### src/rtl/beltwarn_alarm.sv
// Seat-belt alert timer: debounces W, then drives a blinking chime and a steady lamp.
// Optional macro BELTWARN_REARM_EN re-arms the alert after REARM_TICKS ticks in QUIET.
module beltwarn_alarm #(
    parameter int TICK_DIV    = 50000000,
    parameter int BLINK_TICKS = 1,
    parameter int ON_TICKS    = 6,
    parameter int DEB_CYCLES  = 1000,
    parameter int REARM_TICKS = 30
) (
    input  logic Clk,
    input  logic Rst,
    input  logic W,
    output logic Chime,
    output logic Light,
    output logic Timeout
);
    localparam int PRE_W   = $clog2(TICK_DIV);
    localparam int DEB_W   = $clog2(DEB_CYCLES + 1);
    localparam int TICK_W  = $clog2(ON_TICKS + 1);
    localparam int BLINK_W = $clog2(BLINK_TICKS + 1);

    localparam logic [PRE_W-1:0]   PRE_LAST   = PRE_W'(TICK_DIV - 1);
    localparam logic [DEB_W-1:0]   DEB_LAST   = DEB_W'(DEB_CYCLES - 1);
    localparam logic [TICK_W-1:0]  ON_LAST    = TICK_W'(ON_TICKS - 1);
    localparam logic [BLINK_W-1:0] BLINK_LAST = BLINK_W'(BLINK_TICKS - 1);

    if (TICK_DIV < 2 || DEB_CYCLES < 1 || BLINK_TICKS < 1 || ON_TICKS < 1 || REARM_TICKS < 1) begin : g_bad_param
        $error("beltwarn_alarm: parameter out of range");
    end

    typedef enum logic [1:0] {IDLE, ALERT, QUIET} state_t;

    state_t             state, state_n;
    logic               w_q, w_s;
    logic [DEB_W-1:0]   deb_cnt;
    logic [PRE_W-1:0]   presc;
    logic [TICK_W-1:0]  tick_cnt;
    logic [BLINK_W-1:0] blink_cnt;
    logic               tick, chime_n;

    // A new level is accepted only after DEB_CYCLES consecutive differing samples.
    always_ff @(posedge Clk) begin
        if (Rst) begin
            w_q     <= 1'b0;
            w_s     <= 1'b0;
            deb_cnt <= '0;
        end else begin
            w_q <= W;
            if (w_q == w_s) begin
                deb_cnt <= '0;
            end else if (deb_cnt == DEB_LAST) begin
                w_s     <= w_q;
                deb_cnt <= '0;
            end else begin
                deb_cnt <= deb_cnt + 1'b1;
            end
        end
    end

    assign tick = (presc == PRE_LAST);

`ifdef BELTWARN_REARM_EN
    localparam int RE_W = $clog2(REARM_TICKS + 1);
    localparam logic [RE_W-1:0] RE_LAST = RE_W'(REARM_TICKS - 1);
    logic [RE_W-1:0] rearm_cnt;

    always_ff @(posedge Clk) begin
        if (Rst || state_n != state)
            rearm_cnt <= '0;
        else if (tick && state == QUIET)
            rearm_cnt <= rearm_cnt + 1'b1;
    end
`endif

    always_comb begin
        state_n = state;
        chime_n = 1'b0;
        case (state)
            IDLE: begin
                if (w_s) begin
                    state_n = ALERT;
                    chime_n = 1'b1;
                end
            end
            ALERT: begin
                chime_n = Chime;
                if (!w_s) begin
                    state_n = IDLE;
                    chime_n = 1'b0;
                end else if (tick && tick_cnt == ON_LAST) begin
                    // Chime is forced off here even if the blink phase is mid-high.
                    state_n = QUIET;
                    chime_n = 1'b0;
                end else if (tick && blink_cnt == BLINK_LAST) begin
                    chime_n = ~Chime;
                end
            end
            QUIET: begin
                if (!w_s) begin
                    state_n = IDLE;
`ifdef BELTWARN_REARM_EN
                end else if (tick && rearm_cnt == RE_LAST) begin
                    state_n = ALERT;
                    chime_n = 1'b1;
`endif
                end
            end
            default: state_n = IDLE;
        endcase
    end

    // Outputs are registered from next-state values so they line up with the state register.
    always_ff @(posedge Clk) begin
        if (Rst) begin
            state   <= IDLE;
            Chime   <= 1'b0;
            Light   <= 1'b0;
            Timeout <= 1'b0;
        end else begin
            state   <= state_n;
            Chime   <= chime_n;
            Light   <= (state_n != IDLE);
            Timeout <= (state_n == QUIET);
        end
    end

    // Prescaler and tick counters restart on every state change.
    always_ff @(posedge Clk) begin
        if (Rst || state_n != state) begin
            presc     <= '0;
            tick_cnt  <= '0;
            blink_cnt <= '0;
        end else begin
            presc <= tick ? '0 : presc + 1'b1;
            if (tick && state == ALERT) begin
                tick_cnt  <= tick_cnt + 1'b1;
                blink_cnt <= (blink_cnt == BLINK_LAST) ? '0 : blink_cnt + 1'b1;
            end
        end
    end
endmodule

### config.mk
export PLATFORM = sky130hd
export DESIGN_NAME = beltwarn_alarm
export DESIGN_NICKNAME = d
export VERILOG_FILES = /design/src/rtl/beltwarn_alarm.sv
export SDC_FILE = /design/constraint.sdc
export NUM_CORES = 1
export LEC_CHECK = 0
export ABC_AREA = 1
export BUFFER_PORTS_ARGS = -buffer_cell sky130_fd_sc_hd__clkbuf_2
export CELL_PAD_IN_SITES_DETAIL_PLACEMENT = 1
export CELL_PAD_IN_SITES_GLOBAL_PLACEMENT = 1
export CORE_ASPECT_RATIO = 1.75
export CORE_UTILIZATION = 49
export CTS_BUF_LIST = sky130_fd_sc_hd__clkbuf_4 sky130_fd_sc_hd__clkbuf_8 sky130_fd_sc_hd__clkbuf_16
export CTS_CLUSTER_DIAMETER = 80
export DETAILED_ROUTE_END_ITERATION = 10
export PLACE_DENSITY_LB_ADDON = 0.1
export SKIP_CTS_REPAIR_TIMING = 1
export SYNTH_ARGS = -nofsm -noshare
export SYNTH_HDL_FRONTEND = slang
export SYNTH_SLANG_ARGS = --single-unit
### constraint.sdc
create_clock -name Clk -period 4.4 [get_ports Clk]
set_clock_uncertainty 0.2 [all_clocks]
set_input_delay 0 -clock Clk [delete_from_list [all_inputs] [get_ports Clk]]
set_output_delay 0 -clock Clk [all_outputs]
set_load 0.01 [all_outputs]
==> results.ini <==
[setup_path]
reg2reg_depth=10
path_cells=ha_1, nand3_2, inv_2, nand2_1, nor2_2, nand3_1, inv_1, nand2_2, nand3_4, a21oi_1
end_kind=flop
r2r-start=presc[0]
regToRegEndpoint=presc[24]
crit_required_ns=4.37
arrival_ns=2.15
max_stage_delay_ns=0.44
cp_num_buf_inv=2
worstSetupPathType=reg2reg
r2r_setup_slack_ns=2.23
crit_slowest_cell=dfxtp_1
cp_max_fo=26
start_kind=flop
critPathTopFamily=simple AND/OR/NAND/NOR gates
critPathLaunch=presc[0]

[hold_path]
hold_path_startpoint=deb_cnt[0]
whs_path_depth=1
hold_path.class=reg2reg
min_to=deb_cnt[0]

[synth]
synth_ff_type=dfxtp_1
synth_area_per_cell_um2=7.22
synthTopCellsByArea=dfxtp_1 39%, nand2_1 11%, nor2_1 8.4%
netlist_top_cells_count=66 x nand2_1, 52 x nor2_1, 46 x dfxtp_1
netlist.area_leader.share_pct=39.5
seq_area_frac_synth_pct=39.5
synth-edff-count=0
yosysWarnings=0
syn_area_um2=2330
syn_nets=330
synthCells=323
yosysMostFrequentCell=nand2_1
yosysTopAreaCell=dfxtp_1
ys_types=29
async_reset_ff_share_pct=0
ys_ff_latch=46

[floorplanning]
die_w_um=54.2
die_area_um2=5050
core_um2=4480
num_rows=32
ioPinCount=6
die_h_um=93.3
start_util_pct=52.0

[drt]
via_count=2061
drt_iter0_drc=27
ant_nets=0
drt_wl_total_mm=5.52
wl_per_cell_um=14.2
drc=0
viasPerCell=5.31
first_pass_iters=4

[status]
status=complete, no violations

[sta]
fin_ws_ns=2.23
hold_viol=0
timing.fmax_ghz=0.460
fin_crit_sh_pct=49.4
setup_viol=0
fin_tns_setup_ns=0
rsz0062_at_grt=false
slew_headroom_pct=72.1
min_period_ns=2.17
drv_slew=0
worst_pin_slew_ns=0.415

[cts]
clock-sinks=46
cts_buffer_depth=2
cts_tree=done
clk_latency_ns=0.30
root_buffer=clkbuf_8
clk_pin_slew_ns=0.09
cts_buffers=5
htree_levels=2

[power_and_ir_drop]
clock_power_share_pct=38.3
intPower_mw=0.560
p_sw_mw=0.158
ir_drop_uv=306
power_density_nw_per_um2=285
combPwrFrac_pct=2.8
p_seq_share_pct=58.9
swShare_pct=22.0
p_leak_nw=0.910

[place]
hpwlAfterDp_mm=4.11
port_buffers=5
place_ws_ns=2.29
place.gp.congestion=0.811

[layout]
antennaDiodeCount=0
final_layout_size_suffix_gt1_share_pct=11.9
nNetsFinal=343
area_delta_synth_final_pct=7.83
fillCellCount=602

[grt]
grt_pass1_vias=2190
grt_pass1_wl_mm=9.32
grt-ovfl-total=0
grt_max_degree=27
grt_usage_pct=25.1
antenna_found_initial=0

[run]
drv_cap=0

cells by family after synthesis:
| group | share of synthesized area [%] |
|---|---|
| AO/OA/AOI/OAI | 8.91 |
| XOR/XNOR | 6.76 |
| adder cells (fa/ha/maj) | 2.15 |
| buffers and inverters | 8.58 |
| flip-flops | 39.5 |
| AND/OR/NAND/NOR | 34.1 |
worst max-delay path by stage:
stage,endpoint,slack [ns],depth (start not counted)
floorplan,presc[22],2.60,11
global placement,presc[25],2.40,10
detailed placement,presc[24],2.29,10
CTS,presc[24],2.21,10
global route,presc[25],2.04,10
finish,presc[24],2.23,10
flip-flops by register name, indices dropped and copies added, names as in the netlist, 2 cells and up:
signal / flops
deb_cnt: 10
presc: 26
tick_cnt: 3
state: 2
power groups by stage:
stage / Sequential (mW) / Clock [mW] / Combinational, mW
floorplan: 0.432 / 0 / 0.0163
finish: 0.422 / 0.275 / 0.0202
CTS: 0.422 / 0.284 / 0.0186
global route: 0.423 / 0.295 / 0.0225
detailed placement: 0.432 / 0 / 0.0185
global placement: 0.432 / 0 / 0.0178
through the flow:
stage / std cells / area [µm²] / total power, mW / utilization, % / hold slack [ns]
2_1_floorplan: 323 / 2330 / 0.448 / - / -0.131
3_3_place_gp: 377 / 2390 / 0.450 / 53.3 / -0.00518
3_5_place_dp: 377 / 2390 / 0.451 / 53.3 / 0.00494
4_1_cts: 385 / 2480 / 0.725 / 55.4 / -0.314
5_1_grt: 388 / 2510 / 0.741 / 56.1 / 0.278
6_report: 388 / 2510 / 0.718 / 56.1 / 0.253
area by class of cell:
class	instances	area, µm²	share of cell area [%]
clock inverters	1	5.00	0.199
flip-flops and latches	46	921	36.6
well taps	51	63.8	2.54
clock buffers	7	90.1	3.58
multi-input cells	230	1210	48.2
repair buffers	8	55.1	2.19
inverters	45	169	6.72
metal layers:
| layer | vias up | GRT usage [%] | part of all wire, % |
|---|---|---|---|
| met1 | 996 | 22.9 | 38 |
| met2 | 17 | 49.5 | 58 |
| met5 | - | 0 | 0 |
| met4 | 0 | 11.1 | 2.8 |
| li1 | 1038 | - | - |
| met3 | 10 | 3.58 | 1.1 |
placed cells by master, fill, tap and decap left out:
cell	Yosys	routed
clkbuf_4	0	1
nor2_2	8	8
nand2_1	66	66
ha_1	4	4
a21oi_4	1	1
nand3_4	1	1
and3_1	1	1
or2_2	2	2
nor2_4	3	3
nand4_1	6	6
nand3_2	1	1
clkinv_2	0	1
dlygate4sd3_1	0	3
o21a_1	1	1
inv_1	40	40
clkbuf_8	0	6
clkbuf_2	0	5
inv_2	5	5
xnor2_1	4	4
a211oi_4	1	1
nor3_1	13	13
nand2_2	2	2
dfxtp_1	46	46
o211ai_1	1	1
nand3_1	20	20
xor2_1	14	14
o21bai_1	2	2
a21oi_2	3	3
o21ai_0	4	4
a21oi_1	19	19
nor2_1	52	52
nor3b_1	1	1
No activity file was read; power rests on OpenSTA's default activity.
